$ cat config.mk
export PLATFORM = sky130hd
export DESIGN_NAME = ds1302_ctrlmod_flat
export DESIGN_NICKNAME = d
export VERILOG_FILES = /design/src/rtl/ds1302_ctrlmod_if.sv /design/src/rtl/ds1302_ctrlmod.sv /design/src/flat_wrapper.sv
export SDC_FILE = /design/constraint.sdc
export NUM_CORES = 1
export LEC_CHECK = 0
export BUFFER_PORTS_ARGS = -buffer_cell sky130_fd_sc_hd__buf_4
export CAP_MARGIN = 40
export CORE_MARGIN = 2
export CORE_UTILIZATION = 55
export CTS_BUF_LIST = sky130_fd_sc_hd__clkbuf_8 sky130_fd_sc_hd__clkbuf_16
export DETAILED_ROUTE_END_ITERATION = 8
export PLACE_DENSITY = 0.77
export SLEW_MARGIN = 20
export SYNTH_ARGS = -nofsm -noshare
export SYNTH_HDL_FRONTEND = slang
export SYNTH_SLANG_ARGS = --single-unit
$ cat constraint.sdc
create_clock -name CLOCK -period 12.66 [get_ports CLOCK]
set_clock_uncertainty 0.05 [all_clocks]
set_input_delay 3.165 -clock CLOCK [delete_from_list [all_inputs] [get_ports CLOCK]]
set_output_delay 3.165 -clock CLOCK [all_outputs]
set_load 0.005 [all_outputs]
$ cat src/rtl/ds1302_ctrlmod_if.sv
// ds1302_ctrlmod_if: user-side and function-module-side signals of the DS1302 sequencer.
interface ds1302_ctrlmod_if;
   logic        iSet;
   logic [23:0] iTime;
   logic        oSetDone;
   logic [7:0]  oSec, oMin, oHour;
   logic        oTick, oReady, oErr;
   logic [1:0]  oFuncCall;
   logic [7:0]  oFuncAddr, oFuncData;
   logic        iFuncDone;
   logic [7:0]  iFuncData;
   modport master (
      input  iSet, iTime, iFuncDone, iFuncData,
      output oSetDone, oSec, oMin, oHour, oTick, oReady, oErr, oFuncCall, oFuncAddr, oFuncData
   );
   modport slave (
      output iSet, iTime, iFuncDone, iFuncData,
      input  oSetDone, oSec, oMin, oHour, oTick, oReady, oErr, oFuncCall, oFuncAddr, oFuncData
   );
endinterface

$ cat src/rtl/ds1302_ctrlmod.sv
// ds1302_ctrlmod: DS1302 init / periodic poll / set-time sequencer, sole master of the function module.
module ds1302_ctrlmod #(
   parameter int POLL_CYCLES = 5_000_000,
   parameter int TIMEOUT     = 1023
) (
   input logic CLOCK,
   input logic RST,
   ds1302_ctrlmod_if.master bus
);
   localparam int PW = $clog2(POLL_CYCLES + 1);
   localparam int TW = $clog2(TIMEOUT + 1);
   typedef enum logic [3:0] {
      INIT_WR0, INIT_RD, INIT_CH, INIT_WP, IDLE, POLL_S, POLL_M, POLL_H, PUB,
      SET_WP0, SET_S, SET_M, SET_H, SET_WP1
   } step_t;
   typedef enum logic [1:0] {PH_BOOT, PH_ISSUE, PH_WAIT} ph_t;
   step_t step_q, step_d;
   ph_t ph_q, ph_d;
   logic [TW-1:0] wait_q, wait_d;
   logic [PW-1:0] tmr_q, tmr_d;
   logic pend_q, pend_d, tick_q, tick_d, ready_q, ready_d, err_q, err_d, done_q, done_d;
   logic [23:0] time_q, time_d;
   logic [7:0] s_q, s_d, m_q, m_d, h_q, h_d, sec_q, sec_d, min_q, min_d, hour_q, hour_d;
   logic [7:0] addr_q, addr_d, data_q, data_d;
   logic [1:0] call_q, call_d;
   logic wrap, init, rd, to;
   function automatic step_t next_step(input step_t s, input logic ch);
      case (s)
         INIT_WR0: return INIT_RD;
         INIT_RD:  return ch ? INIT_CH : INIT_WP;
         INIT_CH:  return INIT_WP;
         POLL_S:   return POLL_M;
         POLL_M:   return POLL_H;
         POLL_H:   return PUB;
         SET_WP0:  return SET_S;
         SET_S:    return SET_M;
         SET_M:    return SET_H;
         SET_H:    return SET_WP1;
         default:  return IDLE;
      endcase
   endfunction
   function automatic logic [7:0] addr_of(input step_t s);
      case (s)
         INIT_RD, POLL_S:  return 8'h81;
         INIT_CH, SET_S:   return 8'h80;
         POLL_M:           return 8'h83;
         POLL_H:           return 8'h85;
         SET_M:            return 8'h82;
         SET_H:            return 8'h84;
         IDLE, PUB:        return 8'h00;
         default:          return 8'h8E;
      endcase
   endfunction
   function automatic logic [7:0] data_of(input step_t s, input logic [7:0] rd_val, input logic [23:0] t);
      case (s)
         INIT_CH:          return {1'b0, rd_val[6:0]};
         INIT_WP, SET_WP1: return 8'h80;
         SET_S:            return {1'b0, t[6:0]};
         SET_M:            return {1'b0, t[14:8]};
         SET_H:            return {2'b00, t[21:16]};
         default:          return 8'h00;
      endcase
   endfunction
   always_comb begin
      step_d = step_q;
      ph_d = ph_q;
      wait_d = wait_q;
      time_d = time_q;
      s_d = s_q;
      m_d = m_q;
      h_d = h_q;
      sec_d = sec_q;
      min_d = min_q;
      hour_d = hour_q;
      call_d = call_q;
      addr_d = addr_q;
      data_d = data_q;
      ready_d = ready_q;
      err_d = err_q;
      tick_d = 1'b0;
      done_d = 1'b0;
      init = step_q inside {INIT_WR0, INIT_RD, INIT_CH, INIT_WP};
      rd = step_q inside {INIT_RD, POLL_S, POLL_M, POLL_H};
      wrap = tmr_q == PW'(POLL_CYCLES - 1);
      to = !bus.iFuncDone && wait_q == TW'(TIMEOUT - 1);
      tmr_d = wrap ? '0 : tmr_q + PW'(1);
      pend_d = pend_q | wrap;
      if (step_q == IDLE) begin
         if (bus.iSet) begin
            step_d = SET_WP0;
            time_d = bus.iTime;
            ph_d = PH_ISSUE;
         end else if (pend_q) begin
            step_d = POLL_S;
            pend_d = wrap;
            ph_d = PH_ISSUE;
         end
      end else if (step_q == PUB) begin
         sec_d = {1'b0, s_q[6:0]};
         min_d = {1'b0, m_q[6:0]};
         hour_d = {2'b00, h_q[5:0]};
         tick_d = 1'b1;
         step_d = IDLE;
      end else if (ph_q != PH_WAIT) begin
         // The ISSUE cycle doubles as the mandatory one-cycle gap with call 00
         ph_d = ph_q == PH_BOOT ? PH_ISSUE : PH_WAIT;
         call_d = ph_q == PH_BOOT ? 2'b00 : (rd ? 2'b01 : 2'b10);
         wait_d = '0;
      end else if (bus.iFuncDone || to) begin
         call_d = 2'b00;
         ph_d = PH_ISSUE;
         err_d = err_q | to;
         s_d = step_q == POLL_S ? bus.iFuncData : s_q;
         m_d = step_q == POLL_M ? bus.iFuncData : m_q;
         h_d = step_q == POLL_H ? bus.iFuncData : h_q;
         step_d = to && !init ? IDLE : next_step(step_q, !to && bus.iFuncData[7]);
         ready_d = ready_q | step_q == INIT_WP;
         done_d = step_q == SET_WP1 && !to;
         pend_d = pend_d | done_d;
      end else
         wait_d = wait_q + TW'(1);
      // Address/data move only when a step is entered, i.e. while the call is 00
      if (ph_q == PH_BOOT || step_d != step_q) begin
         addr_d = addr_of(step_d);
         data_d = data_of(step_d, bus.iFuncData, time_d);
      end
   end
   always_ff @(posedge CLOCK or posedge RST) begin
      if (RST) begin
         step_q <= INIT_WR0;
         ph_q <= PH_BOOT;
         wait_q <= '0;
         tmr_q <= '0;
         pend_q <= 1'b0;
         tick_q <= 1'b0;
         ready_q <= 1'b0;
         err_q <= 1'b0;
         done_q <= 1'b0;
         time_q <= '0;
         s_q <= '0;
         m_q <= '0;
         h_q <= '0;
         sec_q <= '0;
         min_q <= '0;
         hour_q <= '0;
         call_q <= 2'b00;
         addr_q <= '0;
         data_q <= '0;
      end else begin
         step_q <= step_d;
         ph_q <= ph_d;
         wait_q <= wait_d;
         tmr_q <= tmr_d;
         pend_q <= pend_d;
         tick_q <= tick_d;
         ready_q <= ready_d;
         err_q <= err_d;
         done_q <= done_d;
         time_q <= time_d;
         s_q <= s_d;
         m_q <= m_d;
         h_q <= h_d;
         sec_q <= sec_d;
         min_q <= min_d;
         hour_q <= hour_d;
         call_q <= call_d;
         addr_q <= addr_d;
         data_q <= data_d;
      end
   end
   assign bus.oFuncCall = call_q;
   assign bus.oFuncAddr = addr_q;
   assign bus.oFuncData = data_q;
   assign bus.oSec = sec_q;
   assign bus.oMin = min_q;
   assign bus.oHour = hour_q;
   assign bus.oTick = tick_q;
   assign bus.oReady = ready_q;
   assign bus.oErr = err_q;
   assign bus.oSetDone = done_q;
endmodule

$ cat src/flat_wrapper.sv
// flat-port wrapper written by rule: the top's interface ports become plain ports
module ds1302_ctrlmod_flat 
#(
   parameter int POLL_CYCLES = 5_000_000,
   parameter int TIMEOUT     = 1023
)
  (CLOCK, RST, bus_iSet, bus_iTime, bus_iFuncDone, bus_iFuncData, bus_oSetDone, bus_oSec, bus_oMin, bus_oHour, bus_oTick, bus_oReady, bus_oErr, bus_oFuncCall, bus_oFuncAddr, bus_oFuncData);
  ds1302_ctrlmod_if bus_i ();
  input logic CLOCK;
  input logic RST;
  input wire logic [$bits(bus_i.iSet)-1:0] bus_iSet;
  input wire logic [$bits(bus_i.iTime)-1:0] bus_iTime;
  input wire logic [$bits(bus_i.iFuncDone)-1:0] bus_iFuncDone;
  input wire logic [$bits(bus_i.iFuncData)-1:0] bus_iFuncData;
  output wire logic [$bits(bus_i.oSetDone)-1:0] bus_oSetDone;
  output wire logic [$bits(bus_i.oSec)-1:0] bus_oSec;
  output wire logic [$bits(bus_i.oMin)-1:0] bus_oMin;
  output wire logic [$bits(bus_i.oHour)-1:0] bus_oHour;
  output wire logic [$bits(bus_i.oTick)-1:0] bus_oTick;
  output wire logic [$bits(bus_i.oReady)-1:0] bus_oReady;
  output wire logic [$bits(bus_i.oErr)-1:0] bus_oErr;
  output wire logic [$bits(bus_i.oFuncCall)-1:0] bus_oFuncCall;
  output wire logic [$bits(bus_i.oFuncAddr)-1:0] bus_oFuncAddr;
  output wire logic [$bits(bus_i.oFuncData)-1:0] bus_oFuncData;
  assign bus_i.iSet = bus_iSet;
  assign bus_i.iTime = bus_iTime;
  assign bus_i.iFuncDone = bus_iFuncDone;
  assign bus_i.iFuncData = bus_iFuncData;
  assign bus_oSetDone = bus_i.oSetDone;
  assign bus_oSec = bus_i.oSec;
  assign bus_oMin = bus_i.oMin;
  assign bus_oHour = bus_i.oHour;
  assign bus_oTick = bus_i.oTick;
  assign bus_oReady = bus_i.oReady;
  assign bus_oErr = bus_i.oErr;
  assign bus_oFuncCall = bus_i.oFuncCall;
  assign bus_oFuncAddr = bus_i.oFuncAddr;
  assign bus_oFuncData = bus_i.oFuncData;
  ds1302_ctrlmod #(.POLL_CYCLES(POLL_CYCLES), .TIMEOUT(TIMEOUT)) u_core (.CLOCK(CLOCK), .RST(RST), .bus(bus_i));
endmodule
==> out/qor.txt <==
synth top area cells = dfrtp_1, mux2_2, nand2_1
pwr/cell area = 228.3 nW/um2
Congestion Overflow GR = 0
first-pass GRT wire length = 21150 um
CTS root buffer = clkbuf_8
pin count of the biggest net entering global routing = 55
post-route cell area = 6935 um2
status = finished, final reports clean
Skew-Pair Late Insertion Delay = 530 ps
Final Max Slew Viols = 0
sequential-to-total area share from yosys stat = 52.16%
Seq cells post-synth = 119
syn avg cell area = 10.40 um2
FF-to-FF Start = u_core.step_q[3]
register clock-pin slew on the reported worst setup and hold paths = 60 ps
P_leak = 3.318 nW
commonest non-fill, non-tap cell in the layout = dfrtp_1
die area = 11210 um2
ys async rst share = 100.0%
Synth top area share = 52.16%
number of setup buffers added after CTS = 0
Yosys warning count = 0
wire length per cell = 16.65 um
core area = 10180 um2
Post-Syn Instances = 549
final hold vios = 0
CP Launch Type = input pin
# DRC = 0
die span in x = 105.9 um
CP max stage delay = 560 ps
CTS tree = done
critical path fanouts, max = 10
row count = 37
Max-cap violations = 0
ANT nets after route = 0
IO buf count = 70
Finished Layout Cells = 769
number of global-route vias before repair = 4281
RSZ-0062 raised after global routing = false
cell taking the most area after synthesis = dfrtp_1
Initial DRC Count = 384
starting density of the core = 56.06%
drt pass-1 iters = 5
EDFF count, synth = 0
Main synth FF type = dfrtp_1
Pwr Total = 1.584 mW
worst hold slack = 415.9 ps
Hold Startpoint = u_core.h_q[1]
Critical Path, Cell by Cell = buf_4, nor4_2, nand2b_1, a21oi_1, a22o_1, and2_1, inv_1, ha_1, nand2_1, mux2_2, o32ai_1, mux2_2
layout cells sized above 1 = 27.01%
commonest non-fill, non-tap cells in the layout = dfrtp_1, nand2_1, buf_4, mux2_2, nor2_1
WL final = 12800 um
post-layout util = 68.10%
DP HPWL = 8644 um
Num CTS Buffers = 17
Final Setup Violations = 0
routed via count = 4318
vias per cell = 5.615
ant diodes = 0
Area after DPL = 6322 um2
Tcrit/Tclk final = 42.87%
Setup CP Type = input pin to flop
actual slew at the worst max-slew pin = 798.4 ps
Worst Setup End Kind = flop
post-synth cell types = 69
Worst EP required = 13080 ps
minimum clock period after layout = 5427 ps
Ports = 82
Fmax = 184.3 MHz
Final nets = 663
crit path max-delay cell type = nor4_2
H-tree depth = 4
setup TNS = 0 ps
clk buf depth = 2
placed instance count = 737
Post-CTS Resized = 0
worst relative slew slack = 46.77%
hold_buf cts = 0
Routability Congestion = 0.9018
Place WS = 6726 ps
die height = 105.9 um
initial antenna violation count = 0
Worst Hold Class = flop to flop
synthesized area = 5709 um2
Critical Path Start = bus_iFuncDone
GRT Resource Usage Total = 24.65%
Most Frequent Cell on Critical Path = mux2_2
CP arrival = 5850 ps
Final Worst Setup Slack = 7233 ps
Area growth syn-to-layout = 21.48%
Sink Count = 119
Peak VDD IR = 129.6 uV
[critical path, delay by kind of cell]
kind            cells  cell delay [ps]
mux                 2              500
buf+inv             2              270
compound gates      3              440
simple gates        4             1060
fa+ha+maj           1              410
[cells by family after synthesis]
family | count (synthesis) | synth area share (%)
DFF | 119 | 52.16
adders and majority gates | 7 | 1.534
and+or+nand+nor | 214 | 17.51
buffers and inverters | 48 | 4.011
xor gates and xnor gates | 25 | 3.835
other | 1 | 0.06568
AOI/OAI and AO/OA | 80 | 9.862
muxes | 55 | 11.02
[per-layer routing]
layer	track usage (%)	part of all wire [%]	up-vias
met2	39.91	50	112
met5	0	0	-
met1	30.59	43	2154
met3	8.349	5.5	20
li1	-	-	2032
met4	9.586	1.9	0
[state kept, by name (all words and copies together), names as in the netlist]
register,cells
u_core.bus.oTick,1
u_core.s_q,7
u_core.bus.oReady,1
u_core.ph_q,2
u_core.bus.oSetDone,1
u_core.bus.oHour,6
u_core.bus.oFuncData,8
u_core.time_q,20
u_core.step_q,4
u_core.m_q,7
u_core.bus.oMin,7
u_core.tmr_q,23
u_core.h_q,6
u_core.wait_q,10
u_core.pend_q,1
u_core.bus.oSec,7
u_core.bus.oFuncAddr,5
u_core.bus.oFuncCall,2
u_core.bus.oErr,1
[path summary, 6_finish.rpt]
kind                                      endpoint  slack, ps  cells past startpoint
setup / recovery           u_core.bus.oFuncData[2]       7230                     12
max in group asynchronous            u_core.h_q[1]       8890                      4
setup reg to reg           u_core.bus.oFuncData[0]       8620                      7
min in group asynchronous        u_core.time_q[19]       2650                      2
hold / removal                 u_core.bus.oHour[1]        420                      2
hold reg to reg                u_core.bus.oHour[1]        420                      2
[where the power goes]
group	switching, mW	internal [mW]	leakage (nW)	total, mW
Clock	0.170	0.323	0.301	0.493
Sequential	0.0853	0.488	1.55	0.573
Combinational	0.274	0.243	1.46	0.517
Total	0.530	1.05	3.32	1.58
[cell type report]
| class | count | area [um2] |
|---|---|---|
| Tap cell | 136 | 170.2 |
| Fill cell | 769 | 3249 |
| Multi-Input combinational cell | 388 | 2525 |
| Timing Repair Buffer | 74 | 571.8 |
| Clock inverter | 14 | 185.2 |
| Inverter | 20 | 77.57 |
| Sequential cell | 119 | 2978 |
| Clock buffer | 18 | 427.9 |
[synthesized netlist by cell type, types with 3 or more instances]
master,instances
o31ai_1,3
xnor2_1,13
nor3_1,9
or3_1,4
clkbuf_1,13
buf_2,3
nor2_1,40
nand4_1,6
o32ai_1,6
dfrtp_1,119
nand3_1,17
ha_1,7
inv_1,19
nor2b_1,5
a31oi_1,5
a21oi_1,11
mux2_2,50
buf_4,8
nand2_1,102
mux2_4,3
xor2_1,12
o22ai_1,7
nand2b_1,3
a22oi_1,3
and3_1,7
o21ai_0,17
Note: power is estimated with default switching activity, not from simulation.
